### config.mk
export PLATFORM = sky130hd
export DESIGN_NAME = v810_bus_target
export DESIGN_NICKNAME = d
export VERILOG_FILES = /design/src/rtl/v810_bus_pkg.sv /design/src/rtl/v810_bus_target_lane.sv /design/src/rtl/v810_bus_target.sv
export SDC_FILE = /design/constraint.sdc
export NUM_CORES = 1
export LEC_CHECK = 0
export ABC_AREA = 1
export CAP_MARGIN = 20
export CORE_UTILIZATION = 29
export CTS_CLUSTER_DIAMETER = 60
export DETAILED_ROUTE_END_ITERATION = 10
export DONT_BUFFER_PORTS = 1
export GPL_TIMING_DRIVEN = 0
export PLACE_DENSITY = 0.42
export REMOVE_ABC_BUFFERS = 1
export SKIP_LAST_GASP = 1
export SLEW_MARGIN = 20
export SYNTH_ARGS = -nofsm -noshare
export SYNTH_HDL_FRONTEND = slang
export SYNTH_HIERARCHICAL = 1
export SYNTH_SLANG_ARGS = --single-unit
### constraint.sdc
create_clock -name CLK -period 1.6 [get_ports CLK]
set_input_delay 0.24 -clock CLK [delete_from_list [all_inputs] [get_ports CLK]]
set_output_delay 0.24 -clock CLK [all_outputs]
set_load 0.01 [all_outputs]
### src/rtl/v810_bus_pkg.sv
// Shared types and byte-lane helper for the V810 bus target.
package v810_bus_pkg;

    typedef enum logic [1:0] {
        IDLE = 2'd0,
        REQ  = 2'd1,
        WAIT = 2'd2,
        RDY  = 2'd3
    } state_e;

    // CPU bus status codes; only captured for debug visibility.
    typedef enum logic [1:0] {
        ST_SYS   = 2'b00,
        ST_RSVD  = 2'b01,
        ST_FETCH = 2'b10,
        ST_DATA  = 2'b11
    } st_e;

    // Active-high memory byte enables from CPU BEn; a 16-bit port only
    // serves the half-word picked by A[1].
    function automatic logic [3:0] lane_mbe(logic [3:0] ben_n, logic a1, logic bus16);
        logic [3:0] be;
        be = ~ben_n;
        if (!bus16)
            return be;
        return a1 ? {be[3:2], 2'b00} : {2'b00, be[1:0]};
    endfunction

endpackage

### src/rtl/v810_bus_target_lane.sv
// Combinational byte-lane steering between the CPU bus and the memory port.
module v810_bus_target_lane
    import v810_bus_pkg::*;
#(
    parameter bit BUS16 = 1'b0
) (
    input  logic [3:0]  ben_n,
    input  logic        a1,
    input  logic [31:0] wd,
    input  logic [31:0] mrd,
    output logic [3:0]  mbe,
    output logic [31:0] mwd,
    output logic [31:0] rd
);

    logic [15:0] half;

    // 16-bit mode: writes come in on the low half, reads are mirrored to both halves
    always_comb begin
        half = a1 ? mrd[31:16] : mrd[15:0];
        mbe  = lane_mbe(ben_n, a1, BUS16);
        mwd  = BUS16 ? {wd[15:0], wd[15:0]} : wd;
        rd   = BUS16 ? {half, half} : mrd;
    end

endmodule

### src/rtl/v810_bus_target.sv
// V810 bus responder: decodes a window and turns each bus cycle into one
// MREQ/MACK transaction, returning READYn (and SZRQn in 16-bit mode).
module v810_bus_target
    import v810_bus_pkg::*;
#(
    parameter logic [31:0] BASE        = 32'h0700_0000,
    parameter logic [31:0] MASK        = 32'hFF00_0000,
    parameter int unsigned WAIT_STATES = 0,
    parameter bit          BUS16       = 1'b0,
    parameter int          MA_W        = 22
) (
    input  logic            CLK,
    input  logic            RESn,
    input  logic            CE,
    input  logic [31:0]     A,
    input  logic [31:0]     D_I,
    input  logic [3:0]      BEn,
    input  logic [1:0]      ST,
    input  logic            DAn,
    input  logic            MRQn,
    input  logic            RW,
    input  logic            BCYSTn,
    output logic [31:0]     D_O,
    output logic            DOE,
    output logic            READYn,
    output logic            SZRQn,
    output logic            SEL,
    output logic [MA_W-1:0] MA,
    output logic [31:0]     MWD,
    output logic [3:0]      MBE,
    output logic            MWE,
    output logic            MREQ,
    input  logic            MACK,
    input  logic [31:0]     MRD,
    output logic            ERR
);

    state_e          state_q, state_d;
    logic [MA_W-1:0] ma_q, ma_d;
    logic            a1_q, a1_d;
    logic [31:0]     wd_q, wd_d;
    logic [3:0]      be_q, be_d;
    logic            rw_q, rw_d;
    st_e             st_q, st_d;
    logic [3:0]      cnt_q, cnt_d;
    logic [31:0]     dout_q, dout_d;
    logic            sel_q, sel_d, mreq_q, mreq_d, mwe_q, mwe_d;
    logic            ready_n_q, ready_n_d, szrq_n_q, szrq_n_d;
    logic            doe_q, doe_d, err_q, err_d;

    logic            hit;
    logic [31:0]     rd_lane;
    logic            st_unused;

    assign st_unused = ^st_q;

    v810_bus_target_lane #(.BUS16(BUS16)) u_lane (
        .ben_n (~be_q),
        .a1    (a1_q),
        .wd    (wd_q),
        .mrd   (MRD),
        .mbe   (MBE),
        .mwd   (MWD),
        .rd    (rd_lane)
    );

    // Next-state and registered-output logic; nothing moves on CE=0 edges
    always_comb begin
        state_d   = state_q;
        ma_d      = ma_q;
        a1_d      = a1_q;
        wd_d      = wd_q;
        be_d      = be_q;
        rw_d      = rw_q;
        st_d      = st_q;
        cnt_d     = cnt_q;
        dout_d    = dout_q;
        sel_d     = sel_q;
        mreq_d    = mreq_q;
        mwe_d     = mwe_q;
        ready_n_d = ready_n_q;
        szrq_n_d  = szrq_n_q;
        doe_d     = doe_q;
        err_d     = err_q;

        hit = !BCYSTn && !MRQn && !DAn && ((A & MASK) == (BASE & MASK));

        if (CE) begin
            // Stray acknowledges and overlapping decodes are protocol errors
            if (MACK && state_q != REQ)
                err_d = 1'b1;
            if (hit && state_q != IDLE)
                err_d = 1'b1;

            unique case (state_q)
                IDLE: begin
                    if (hit) begin
                        ma_d    = A[MA_W+1:2];
                        a1_d    = A[1];
                        wd_d    = D_I;
                        be_d    = ~BEn;
                        rw_d    = RW;
                        st_d    = st_e'(ST);
                        sel_d   = 1'b1;
                        mreq_d  = 1'b1;
                        mwe_d   = ~RW;
                        state_d = REQ;
                    end
                end
                REQ: begin
                    if (MACK) begin
                        mreq_d = 1'b0;
                        if (rw_q)
                            dout_d = rd_lane;
                        if (WAIT_STATES == 0) begin
                            ready_n_d = 1'b0;
                            doe_d     = rw_q;
                            szrq_n_d  = ~BUS16;
                            state_d   = RDY;
                        end else begin
                            cnt_d   = 4'(WAIT_STATES);
                            state_d = WAIT;
                        end
                    end
                end
                WAIT: begin
                    cnt_d = cnt_q - 4'd1;
                    if (cnt_q == 4'd1) begin
                        ready_n_d = 1'b0;
                        doe_d     = rw_q;
                        szrq_n_d  = ~BUS16;
                        state_d   = RDY;
                    end
                end
                RDY: begin
                    ready_n_d = 1'b1;
                    doe_d     = 1'b0;
                    szrq_n_d  = 1'b1;
                    sel_d     = 1'b0;
                    state_d   = IDLE;
                end
                default: state_d = IDLE;
            endcase
        end
    end

    // State and output registers; reset wins regardless of CE
    always_ff @(posedge CLK) begin
        if (!RESn) begin
            state_q   <= IDLE;
            ma_q      <= '0;
            a1_q      <= 1'b0;
            wd_q      <= '0;
            be_q      <= '0;
            rw_q      <= 1'b0;
            st_q      <= ST_SYS;
            cnt_q     <= '0;
            dout_q    <= '0;
            sel_q     <= 1'b0;
            mreq_q    <= 1'b0;
            mwe_q     <= 1'b0;
            ready_n_q <= 1'b1;
            szrq_n_q  <= 1'b1;
            doe_q     <= 1'b0;
            err_q     <= 1'b0;
        end else begin
            state_q   <= state_d;
            ma_q      <= ma_d;
            a1_q      <= a1_d;
            wd_q      <= wd_d;
            be_q      <= be_d;
            rw_q      <= rw_d;
            st_q      <= st_d;
            cnt_q     <= cnt_d;
            dout_q    <= dout_d;
            sel_q     <= sel_d;
            mreq_q    <= mreq_d;
            mwe_q     <= mwe_d;
            ready_n_q <= ready_n_d;
            szrq_n_q  <= szrq_n_d;
            doe_q     <= doe_d;
            err_q     <= err_d;
        end
    end

    assign D_O    = dout_q;
    assign DOE    = doe_q;
    assign READYn = ready_n_q;
    assign SZRQn  = szrq_n_q;
    assign SEL    = sel_q;
    assign MA     = ma_q;
    assign MWE    = mwe_q;
    assign MREQ   = mreq_q;
    assign ERR    = err_q;

endmodule
# After elaboration in Yosys (flattened, before gate mapping)
# Index checks and enable logic that the tools add are counted.
dict set report op_classes {
  addsub 1
  n_eq_ne 9
  mux 18
  bitwise 4
  reduce_logical 22
}
# op n
set ops {}
lappend ops {{AND reduction 4 bit} 4}
lappend ops {{NOT 4 bit} 3}
lappend ops {{two-way mux 1 bit} 9}
lappend ops {{one-hot mux 1 bit (3 select lines)} 3}
lappend ops {{== test 8 x 3 -> 1 bit, second input constant} 1}
lappend ops {{one-hot mux 2 bit (4 select lines)} 1}
lappend ops {{nonzero test 2 bit} 4}
lappend ops {{two-way mux 2 bit} 3}
lappend ops {{!= test 2 bit, second input constant} 3}
lappend ops {{AND reduction 3 bit} 2}
lappend ops {{logical AND 1 bit} 5}
lappend ops {{== test 2 bit, second input constant} 2}
lappend ops {{== test 4 x 1 -> 1 bit, second input constant} 1}
lappend ops {{one-hot mux 1 bit (2 select lines)} 2}
lappend ops {{AND reduction 2 bit} 2}
lappend ops {{subtractor 4 x 1 -> 4 bit, second input constant} 1}
lappend ops {{zero test 1 bit} 3}
lappend ops {{nonzero test 3 bit} 1}
lappend ops {{== test 2 x 1 -> 1 bit, second input constant} 1}
lappend ops {{zero test 2 bit} 1}
lappend ops {{!= test 2 x 1 -> 1 bit, second input constant} 1}
lappend ops {{NOT 1 bit} 1}
dict set report word_totals {
  register_bits 104
  inputBits 110
  output_inout_bits 97
  word_cells 68
}

# Logic depth before layout (Yosys ltp)
# Gate-level depths: netlist of the first run.
dict set report logic_depth {
  ltp_word 7
  ltp_mapped 10
  ltp_nobuf 10
}

# Modules after synthesis
# Netlist of the first run, hierarchy kept.
# module instances cells_each area_each_um2 seq_area_each_um2
set modules_own_cells {}
lappend modules_own_cells {v810_bus_target 1 646 4330.4 2082.0}
lappend modules_own_cells {v810_bus_target_lane 1 68 495.5 0.0}

# Worst setup path after synthesis of the first run
# OpenSTA, ideal clock, no wires.
dict set report synth_path {
  kind {reg-to-reg}
  startpoint {reg state_q[0]}
  endpoint {reg ma_q[17], in the netlist MA[17]}
  arrival_time_ps 1308
  t_required_ps 1487
  setup_slack_ps 179
  path_stages_with_launch 10
  path_buffers 1
  path_cell_list {dfxtp_1 > inv_1 > ha_1 > nand2_1 > inv_2 > nand3_2 > clkbuf_1 > nand2_1 > nand2_1 > nor2_1}
}
dict set report synth_via {
  elab_chain_cells 2
}
# element line
set synth_lines {}
lappend synth_lines {{start, declared} v810_bus_target.sv:38} ;# state_e state_q, state_d;
lappend synth_lines {{start signal, assigned} v810_bus_target.sv:167} ;# state_q <= state_d;
lappend synth_lines {{zero test 2 bit} v810_bus_target.sv:95} ;# unique case (state_q)
lappend synth_lines {{AND reduction 3 bit (no line)} -}
lappend synth_lines {{end signal, assigned} v810_bus_target.sv:168} ;# ma_q <= ma_d;
lappend synth_lines {{end, declared} v810_bus_target.sv:39} ;# logic [MA_W-1:0] ma_q, ma_d;
# Every way passes these cells.
# A chain may end at the register's enable or synchronous reset.

# Worst setup path in the final report of the first run
dict set report layout_path {
  startpoint {reg state_q[1]}
  endpoint {reg ma_q[4], in the netlist MA[4]}
}
# The elaborated chain is that of the path after synthesis.

==> results of run 1 <==
## worst paths after layout
check,start,to,slack (ns),cells past startpoint
hold reg to reg,cnt_q[3]$_SDFFE_PN0P_,cnt_q[3]$_SDFFE_PN0P_,0.47,2
hold / removal,A[19],MA[17]$_SDFFE_PN0P_,0.01,2
setup reg to reg,state_q[1]$_SDFFE_PN0P_,MA[4]$_SDFFE_PN0P_,0.09,10
setup / recovery,state_q[1]$_SDFFE_PN0P_,MA[4]$_SDFFE_PN0P_,0.09,10
## cell usage in the layout (no fill, tap or decap), types with 2 or more instances in the layout
cell type and count:
nand3_4 3, buf_16 2, nand4_1 3, clkbuf_8 4, clkinvlp_4 2, nand3_2 2, clkbuf_16 9, buf_12 5
bufinv_16 2, buf_6 3, o21ai_1 3, nand2_1 150, o21a_1 2, a21oi_1 6, dlygate4sd3_1 3, inv_2 2
nand3_1 11, nor2_2 3, inv_4 2, o21ai_0 31, ha_1 6, dfxtp_1 101, buf_4 7, nor2_1 196
inv_1 86
## final cells by class
cell class                      instances  area [sq um]  share of cell area
Clock inverter                          2          60.1              0.0116
Clock buffer                           14           284              0.0548
Multi-Input combinational cell        423          1830               0.352
Timing Repair Buffer                   22           319              0.0615
Sequential cell                       103          2070               0.399
Inverter                               91           350              0.0676
Tap cell                              216           270              0.0521
Timing Repair inverter                  1          7.51             0.00145
## worst max-delay path, cell delays in order (launching register included)
cell and delay, ns:
dfxtp_4 0.36, inv_4 0.08, ha_4 0.16, nand2_4 0.06, inv_4 0.09, nand3_4 0.15
buf_6 0.18, buf_16 0.15, nand2_1 0.06, nand2_1 0.04, nor2_1 0.11
## metal layers
metal	GRT usage	up-vias	share of wire
li1	-	1916	-
met1	0.155	1591	0.41
met2	0.239	128	0.48
met3	0.0476	14	0.092
met4	0.0649	0	0.016
met5	0	-	0
## per-stage QoR
stage | cells | setup WS, ns
floorplan | 614 | -0.747
global placement | 830 | -1.44
detailed placement | 831 | -1.54
CTS | 867 | 0.00255
global route | 872 | -0.0161
finish | 872 | 0.0950
## registers in the layout, indices dropped and copies added, names as in the netlist, 2 cells and up
register / flops
D_O: 32
wd_q: 32
MA: 22
be_q: 4
cnt_q: 4
state_q: 2
## power by group through the flow
| stage | Sequential, W | Clock, W | Combinational (W) |
|---|---|---|---|
| 2_1_floorplan | 0.00266 | 0 | 0.000135 |
| 3_3_place_gp | 0.00266 | 0 | 0.000157 |
| 3_5_place_dp | 0.00266 | 0 | 0.000162 |
| 4_1_cts | 0.00260 | 0.00261 | 0.000213 |
| 5_1_grt | 0.00261 | 0.00269 | 0.000285 |
| 6_report | 0.00261 | 0.00250 | 0.000249 |
## timing repair
action | 4_1_cts | 5_1_grt
endpoints found under the setup margin | 87 | 85
gates resized for setup | 20 | 13
hold buffers | 2 | 1
hold endpoints to repair | 13 | 4
gates cloned | 7 | 0
setup buffers | 11 | 5
pin swaps | 1 | 4
==> reports/results.md, run 1 <==
| Stage | Quantity | Value |
|---|---|---|
| clocking | Insertion delay of the later-clocked pin in the worst-skew pair | 0.34 ns |
| route | Total Wirelength | 12.2 mm |
| die | Full die area | 0.0170 sq mm |
| pwr | Part of the power in registers | 0.487 |
| clocking | Total number of clock tree sinks | 103 |
| pwr | Combinational cell fraction of total power | 0.047 |
| place | Placed instance area | 0.00445 sq mm |
| place | HPWL reported at the end of detailed placement | 6.99 mm |
| route | Starting DRC count in detailed routing | 100 |
| die | Die boundary height | 130 um |
| global routing | Wire length of the first global-routing pass | 17.5 mm |
| flow run | Maximum capacitance violations | 0 |
| route | Via count | 3649 |
| synthesis | Post-Syn Area per Cell | 6.76 sq um |
| clocking | Buffers from clock root to sink, at most | 2 |
| die | Effective utilization at floorplan | 0.299 |
| timing | Tightest slew margin relative to the limit | 0.584 |
| timing | Worst hold margin | 0.0117 ns |
| pwr | Maximum vdd drop | 0.000440 V |
| route | Wire length per cell | 14.0 um |
| timing | Setup TNS | 0 ns |
| synthesis | Post-synthesis instance total | 708 |
| route | Iteration count of the initial detailed-routing pass | 4 |
| global routing | Overflow after GRT | 0 |
| global routing | Aggregate global-route resource usage | 0.139 |
| timing | Post-route minimum period | 1.51 ns |
| finish | Post-layout utilization of the core | 0.324 |
| finish | Share of final-layout standard cells stronger than drive strength 1 | 0.0838 |
| finish | N_diodes | 0 |
| finish | Fin area | 0.00518 sq mm |
| clocking | Buffer cell driving the clock tree root | clkbuf_16 |
| setup path | Maximum fanout along the worst path | 18 |
| timing | Tightest Pin Transition | 0.623 ns |
| timing | Fmax | 664 MHz |
| pwr | Internal Pwr Total | 0.00424 W |
| pwr | PnR Total Power | 0.00535 W |
| finish | Filler cells | 1750 |
| die | Standard-cell row count | 46 |
| clocking | Depth of the CTS H-tree | 3 |
| run status | Result of the run | complete, no violations |
| clocking | Clock transition at the register clock pins on the worst setup and hold paths after CTS | 0.07 ns |
| global routing | Antenna violations before repair | 0 |
| global routing | Vias in the first global route | 3355 |
| synthesis | Synthesized area | 0.00479 sq mm |
| timing | Tcrit/Tclk final | 0.941 |
| timing | Maximum clock skew at final layout | 0.00585 ns |
| pwr | Pwr Density | 1030 mW/mm^2 |
| die | Area inside the core boundary | 0.0160 sq mm |
| min path | Classification of the worst-slack hold path | input port to register |
| finish | Final Net Count | 768 |
| die | Total I/O pin count | 207 |
| clocking | Clock tree from TritonCTS | yes |
| place | Count of port buffers added during placement | 0 |
| timing | Number of hold violations in the final report | 0 |
| place | GP Congestion | 0.732 |
| timing | Endpoints failing setup | 0 |
| die | Width of the chip | 130 um |
| setup path | Category of the critical setup timing path | register to register |
| finish | P&R area growth vs syn | 8.29% |
| setup path | Critical path launch point type | register |
| setup path | Data arrival time of the critical path | 1.79 ns |
| pwr | Clock share of power | 0.466 |
| route | Number of routed nets with antenna violations | 0 |
| setup path | Worst endpoint required time | 1.88 ns |
| route | Post-DR vias/cell | 4.18 |
| pwr | Switching fraction of total power | 0.208 |
| global routing | Largest net degree at the start of global routing | 88 |
| timing | Setup repair after global routing missed its margin | yes |
| clocking | Cts bufs inserted | 9 |
| synthesis | Synth warnings | 6 |
| pwr | Leak Pwr | 2.47 nW |
| timing | Max-slew violations | 0 |
| route | Remaining DRCs | 0 |
| setup path | CP endpoint kind | register |
| pwr | Switching power | 0.00111 W |
No activity file was read; power rests on OpenSTA's default activity.
==> run 2: changes to the inputs <==
Settings changed: REMOVE_ABC_BUFFERS 1 to unset.
==> reports/results.md, run 2 (synthesis results as in run 1) <==
| Stage | Quantity | Value | Delta |
|---|---|---|---|
| timing | Endpoints failing setup | 0 | unchanged |
| finish | Non-Filler Instances | 941 | +7.9% |
| global routing | Aggregate global-route resource usage | 0.134 | -0.00472 |
| finish | Leading cell type in the layout, fill and taps excluded | nor2_1 |  |
| min path | Worst hold path endpoint | wd_q[13]$_SDFFE_PN0P_ |  |
| finish | Filler cells | 1790 | +2.3% |
| route | Remaining DRCs | 0 | unchanged |
| global routing | Vias in the first global route | 3542 | +5.6% |
| die | Full die area | 0.0170 sq mm | unchanged |
| setup path | Cell family with the largest share of critical-path delay | buffers and inverters |  |
| pwr | Leak Pwr | 2.72 nW | +10% |
| setup path | Critical path launch point type | register |  |
| place | Placed instance area | 0.00506 sq mm | +14% |
| clocking | Cts bufs inserted | 9 | unchanged |
| place | GP Congestion | 0.735 | +0.41% |
| setup path | Maximum fanout along the worst path | 10 | -8 |
| timing | Tightest Pin Transition | 0.713 ns | +0.0901 ns |
| clocking | Count of hold buffers inserted by post-cts repair | 0 | -2 |
| timing | Fmax | 653 MHz | -1.7% |
| timing | Tightest slew margin relative to the limit | 0.525 | -0.0587 |
| global routing | Wire length of the first global-routing pass | 17.5 mm | -0.47% |
| clocking | Depth of the CTS H-tree | 3 | unchanged |
| route | Total Wirelength | 11.8 mm | -3.3% |
| place | HPWL reported at the end of detailed placement | 8.98 mm | +29% |
| pwr | PnR Total Power | 0.00494 W | -7.7% |
| clocking | Buffers from clock root to sink, at most | 2 | unchanged |
| route | Iteration count of the initial detailed-routing pass | 4 | unchanged |
| min path | Launch point of the worst hold path | D_I[13] |  |
| synthesis | Number of nets produced by synthesis | 825 |  |
| pwr | Pwr Density | 904 mW/mm^2 | -12% |
| timing | Max-slew violations | 0 | unchanged |
| pwr | Maximum vdd drop | 0.000617 V | +40% |
| min path | Worst hold path depth | 2 | unchanged |
| global routing | Largest net degree at the start of global routing | 15 | -83% |
| flow run | Maximum capacitance violations | 0 | unchanged |
| setup path | Data arrival time of the critical path | 1.76 ns | -0.03 ns |
| setup path | Worst endpoint required time | 1.83 ns | -0.05 ns |
| run status | Result of the run | complete, no violations |  |
| timing | Post-route minimum period | 1.53 ns | +0.0262 ns |
| route | Starting DRC count in detailed routing | 116 | +16% |
| clocking | Buffer cell driving the clock tree root | clkbuf_16 |  |
| die | Effective utilization at floorplan | 0.299 | unchanged |
| setup path | Startpoint of the lowest-slack register-to-register path | state_q[0]$_SDFFE_PN0P_ |  |
| timing | Number of hold violations in the final report | 0 | unchanged |
| setup path | Category of the critical setup timing path | register to register |  |
| setup path | CP endpoint kind | register |  |
| setup path | Buf/Inv on CP | 4 | unchanged |
| die | Die boundary height | 130 um | unchanged |
| route | Post-DR vias/cell | 4.09 | -2.3% |
| clocking | Clock transition at the register clock pins on the worst setup and hold paths after CTS | 0.06 ns | about the same |
| place | Count of port buffers added during placement | 0 | unchanged |
| place | Placed cell count | 924 | +11% |
| min path | Classification of the worst-slack hold path | input port to register |  |
| timing | Worst hold margin | 0.0237 ns | +0.0119 ns |
| finish | Share of final-layout standard cells stronger than drive strength 1 | 0.172 | +0.0886 |
| global routing | Overflow after GRT | 0 | unchanged |
| finish | N_diodes | 0 | unchanged |
| clocking | Insertion delay of the later-clocked pin in the worst-skew pair | 0.34 ns | about the same |
| setup path | Slowest Stage Delay on Critical Path | 0.34 ns | -0.02 ns |
| finish | P&R area growth vs syn | 14.2% |  |
| setup path | Register-to-register setup slack | 0.07 ns | -0.03 ns |
| timing | Tcrit/Tclk final | 0.957 | +0.0164 |
| timing | Setup repair after global routing missed its margin | no |  |
| setup path | Depth of the most critical reg-to-reg path | 9 | -1 |
| die | Standard-cell row count | 46 | unchanged |
| timing | Maximum clock skew at final layout | 0.00948 ns | +0.00363 ns |
| die | Width of the chip | 130 um | unchanged |
| finish | Fin area | 0.00547 sq mm | +5.5% |
| setup path | CP max-delay cell | dfxtp_2 |  |
| clocking | Total number of clock tree sinks | 103 | unchanged |
| clocking | Clock tree from TritonCTS | yes |  |
| die | Total I/O pin count | 207 | unchanged |
| global routing | Antenna violations before repair | 0 | unchanged |
| route | Number of routed nets with antenna violations | 0 | unchanged |
| die | Area inside the core boundary | 0.0160 sq mm | unchanged |
| setup path | CP cell instances | inv_2, ha_2, nand2_2, inv_2, nand3_4, clkbuf_16, buf_4, nor2_1, nor2_1 |  |
| finish | Final Net Count | 839 | +9.2% |
| finish | Top library cells by usage in the layout, fill and taps aside | nor2_1, nand2_1, dfxtp_1 |  |
| route | Via count | 3846 | +5.4% |
| setup path | Critical register-to-register path endpoint | MA[18]$_SDFFE_PN0P_ |  |
| route | Wire length per cell | 12.5 um | -10% |
-- run 2: changes by cell type in the layout (fill, tap and decap cells not counted), sizes merged, moves of 2 or more --
cell / before / now
dlygate4sd3: 3 / 0
buf: 18 / 78
clkbuf: 14 / 32
nand3: 16 / 13
bufinv: 2 / 0
clkinvlp: 2 / 0
-- run 2: metrics by stage --
| stage | util | setup TNS [ns] | setup slack (ns) |
|---|---|---|---|
| CTS | 0.335 | 0 | 0.0111 |
| global route | 0.342 | 0 | 0.00110 |
| global placement | 0.316 | -3.36 | -0.118 |
| finish | 0.342 | 0 | 0.0688 |
| floorplan | - | 0 | 0.179 |
| detailed placement | 0.316 | -6.60 | -0.181 |
-- run 2: final cells by class --
| type | instances | area, sq um | share of cell area |
|---|---|---|---|
| Inverter | 91 | 342 | 0.0625 |
| Clock inverter | 1 | 5.00 | 0.000916 |
| Multi-Input combinational cell | 420 | 1810 | 0.331 |
| Timing Repair Buffer | 3 | 40.0 | 0.00732 |
| Buffer | 94 | 674 | 0.123 |
| Clock buffer | 13 | 260 | 0.0476 |
| Tap cell | 216 | 270 | 0.0494 |
| Sequential cell | 103 | 2060 | 0.378 |
-- run 2: where the power goes --
group	total (W)	switching, W	internal (W)
Sequential	0.00261	0.0000208	0.00259
Clock	0.00204	0.000920	0.00112
Combinational	0.000291	0.000163	0.000128
-- run 2: per-layer routing --
metal | GRT usage | part of all wire
met1 | 0.155 | 0.42
met2 | 0.214 | 0.45
met3 | 0.0607 | 0.12
met4 | 0.0588 | 0.013
met5 | 0 | 0
-- run 2: worst max path at each step --
stage | startpoint | end | slack (ns) | cells past startpoint
6_report | state_q[0]$_SDFFE_PN0P_ | MA[18]$_SDFFE_PN0P_ | 0.07 | 9
5_1_grt | state_q[0]$_SDFFE_PN0P_ | be_q[3]$_SDFFE_PN0P_ | 0.001 | 7
4_1_cts | state_q[1]$_SDFFE_PN0P_ | state_q[1]$_SDFFE_PN0P_ | 0.01 | 10
3_5_place_dp | state_q[0]$_SDFFE_PN0P_ | MA[15]$_SDFFE_PN0P_ | -0.18 | 9
3_3_place_gp | state_q[0]$_SDFFE_PN0P_ | MA[15]$_SDFFE_PN0P_ | -0.12 | 9
2_1_floorplan | state_q[0]$_SDFFE_PN0P_ | MA[17]$_SDFFE_PN0P_ | 0.18 | 9
-- run 2: what timing repair did --
action / in CTS / in global routing
pin swaps: 0 / 1
buffers inserted: 1 / 1
resized for setup: 14 / 33
gates cloned: 0 / 1
setup endpoints to repair: 90 / 82
==> run 3: changes to the inputs <==
Settings changed: ABC_AREA 1 to unset.
==> reports/results.md, run 3 <==
| Stage | Quantity | Value | Delta |
|---|---|---|---|
| timing | Final worst slack | 0.0682 ns | -0.000628 ns |
| clocking | Insertion delay of the later-clocked pin in the worst-skew pair | 0.35 ns | about the same |
| route | Remaining DRCs | 0 | unchanged |
| setup path | Category of the critical setup timing path | register to register |  |
| route | Via count | 3449 | -10% |
| die | Standard-cell row count | 44 | -4.3% |
| min path | Classification of the worst-slack hold path | input port to register |  |
| global routing | Largest net degree at the start of global routing | 16 | +1 |
| place | DP Worst Slack | -0.462 ns | -0.281 ns |
| global routing | Antenna violations before repair | 0 | unchanged |
| setup path | Critical path launch point type | register |  |
| pwr | Maximum vdd drop | 0.000440 V | -29% |
| finish | Share of final-layout standard cells stronger than drive strength 1 | 0.238 | +0.0654 |
| place | HPWL reported at the end of detailed placement | 8.29 mm | -7.7% |
| pwr | Leak Pwr | 1.92 nW | -29% |
| clocking | Total number of clock tree sinks | 103 | unchanged |
| timing | Fmax | 653 MHz | about the same |
| route | Iteration count of the initial detailed-routing pass | 4 | unchanged |
| pwr | PnR Total Power | 0.00503 W | +1.8% |
| timing | Number of hold violations in the final report | 0 | unchanged |
| timing | Post-route minimum period | 1.53 ns | +0.000628 ns |
| timing | Setup TNS | 0 ns | unchanged |
| route | Wire length per cell | 15.0 um | +20% |
| clocking | Cts bufs inserted | 9 | unchanged |
| global routing | Wire length of the first global-routing pass | 17.4 mm | -0.19% |
| timing | Tcrit/Tclk final | 0.957 | about the same |
| route | Total Wirelength | 11.4 mm | -3.1% |
| timing | Worst hold margin | 0.0202 ns | -0.00349 ns |
| timing | Tightest slew margin relative to the limit | 0.603 | +0.0781 |
| pwr | Clock share of power | 0.458 | +0.044 |
| synthesis | Number of nets produced by synthesis | 662 | -20% |
| setup path | Data arrival time of the critical path | 1.80 ns | +0.04 ns |
| setup path | CP endpoint kind | register |  |
| synthesis | Synthesized area | 0.00434 sq mm | -9.3% |
| finish | Top library cells by usage in the layout, fill and taps aside | nand2_1, dfxtp_1, a21oi_1 |  |
| clocking | Depth of the CTS H-tree | 3 | unchanged |
| route | Number of routed nets with antenna violations | 0 | unchanged |
| setup path | Startpoint of the lowest-slack register-to-register path | state_q[0]$_SDFFE_PN0P_ |  |
| setup path | Launching instance or port of the critical path | state_q[0]$_SDFFE_PN0P_ |  |
| place | Count of port buffers added during placement | 0 | unchanged |
| timing | Setup repair after global routing missed its margin | yes |  |
| pwr | Combinational cell fraction of total power | 0.032 | -0.027 |
| finish | Non-Filler Instances | 760 | -19% |
| run status | Result of the run | complete, no violations |  |
| finish | Final Net Count | 688 | -18% |
| pwr | Pwr Density | 961 mW/mm^2 | +6.4% |
| route | Starting DRC count in detailed routing | 135 | +16% |
| global routing | Vias in the first global route | 3356 | -5.3% |
| die | Die boundary height | 124 um | -4.7% |
| synthesis | Post-Syn Area per Cell | 7.97 sq um | +18% |
| pwr | Internal Pwr Total | 0.00399 W | +3.9% |
| finish | P&R area growth vs syn | 20.4% |  |
| die | Total I/O pin count | 207 | unchanged |
| die | Area inside the core boundary | 0.0146 sq mm | -8.8% |
| finish | Leading cell type in the layout, fill and taps excluded | nand2_1 |  |
| synthesis | Synth warnings | 6 | unchanged |
| pwr | Part of the power in registers | 0.510 | -0.018 |
| synthesis | Post-synthesis instance total | 545 | -23% |
| die | Effective utilization at floorplan | 0.298 | -0.00142 |
| global routing | Aggregate global-route resource usage | 0.143 | +0.00882 |
| route | Post-DR vias/cell | 4.54 | +11% |
| flow run | Maximum capacitance violations | 0 | unchanged |
| global routing | Overflow after GRT | 0 | unchanged |
| setup path | Maximum fanout along the worst path | 7 | -3 |
| die | Full die area | 0.0155 sq mm | -9.1% |
| pwr | Switching fraction of total power | 0.207 | -0.0159 |
| pwr | Switching power | 0.00104 W | -5.5% |
| clocking | Buffers from clock root to sink, at most | 2 | unchanged |
| min path | Launch point of the worst hold path | A[18] |  |
| timing | Maximum clock skew at final layout | 0.00436 ns | -0.00512 ns |
| setup path | Register-to-register setup slack | 0.07 ns | about the same |
| timing | Endpoints failing setup | 0 | unchanged |
| timing | Tightest Pin Transition | 0.595 ns | -0.117 ns |
| die | Width of the chip | 124 um | -4.7% |
| timing | Max-slew violations | 0 | unchanged |
| finish | N_diodes | 0 | unchanged |
| place | GP Congestion | 0.724 | -1.6% |
| setup path | Worst endpoint required time | 1.87 ns | +0.04 ns |
| clocking | Clock tree from TritonCTS | yes |  |
| clocking | Buffer cell driving the clock tree root | clkbuf_16 |  |
| clocking | Clock transition at the register clock pins on the worst setup and hold paths after CTS | 0.07 ns | about the same |
| place | Placed cell count | 729 | -21% |
## run 3: through the flow
stage	util	instance area [sq um]
floorplan	-	4340
global placement	0.314	4570
detailed placement	0.314	4570
CTS	0.343	5010
global route	0.359	5230
finish	0.359	5230
## run 3: metal layers
layer  wire (um)  track usage  vias up  part of all wire
li1            -            -     1732                 -
met1        4850        0.164     1563              0.43
met2        5370        0.233      135              0.47
met3         940       0.0554       19             0.082
met4         236       0.0695        0             0.021
met5           0            0        -                 0
## run 3: timing repair
item	in CTS	in global routing
resized for setup	24	45
buffers inserted	3	2
endpoints found under the hold margin	5	0
pin swaps	2	7
hold buffers	5	0
gates cloned	0	5
endpoints found under the setup margin	92	92
## run 3: final cells by class
class / count / area (sq um)
Fill cell: 1536 / 9360
Sequential cell: 103 / 2060
Multi-Input combinational cell: 329 / 1640
Buffer: 97 / 741
Clock buffer: 13 / 270
Tap cell: 184 / 230
Timing Repair Buffer: 15 / 185
Inverter: 16 / 62.6
Clock inverter: 3 / 40.0
## run 3: worst paths after layout
path / to / cells past startpoint
setup / recovery: MA[6]$_SDFFE_PN0P_ / 9
setup reg to reg: MA[6]$_SDFFE_PN0P_ / 9
hold / removal: MA[16]$_SDFFE_PN0P_ / 2
hold reg to reg: wd_q[8]$_SDFFE_PN0P_ / 2
## run 3: worst max-delay path: stages, from the launching register on
cell and delay (ns):
dfxtp_2 0.33, inv_2 0.08, ha_4 0.14, and2_4 0.13, and4_4 0.20, buf_8 0.12, buf_12 0.13, clkbuf_16 0.14
nand2_1 0.05, a21oi_1 0.12
## run 3: power by group through the flow
stage          Clock, W  Combinational [W]  Sequential (W)
2_1_floorplan         0           0.000119         0.00263
3_3_place_gp          0           0.000145         0.00263
3_5_place_dp          0           0.000147         0.00263
4_1_cts         0.00239           0.000159         0.00257
5_1_grt         0.00248           0.000175         0.00256
6_report        0.00230           0.000160         0.00257
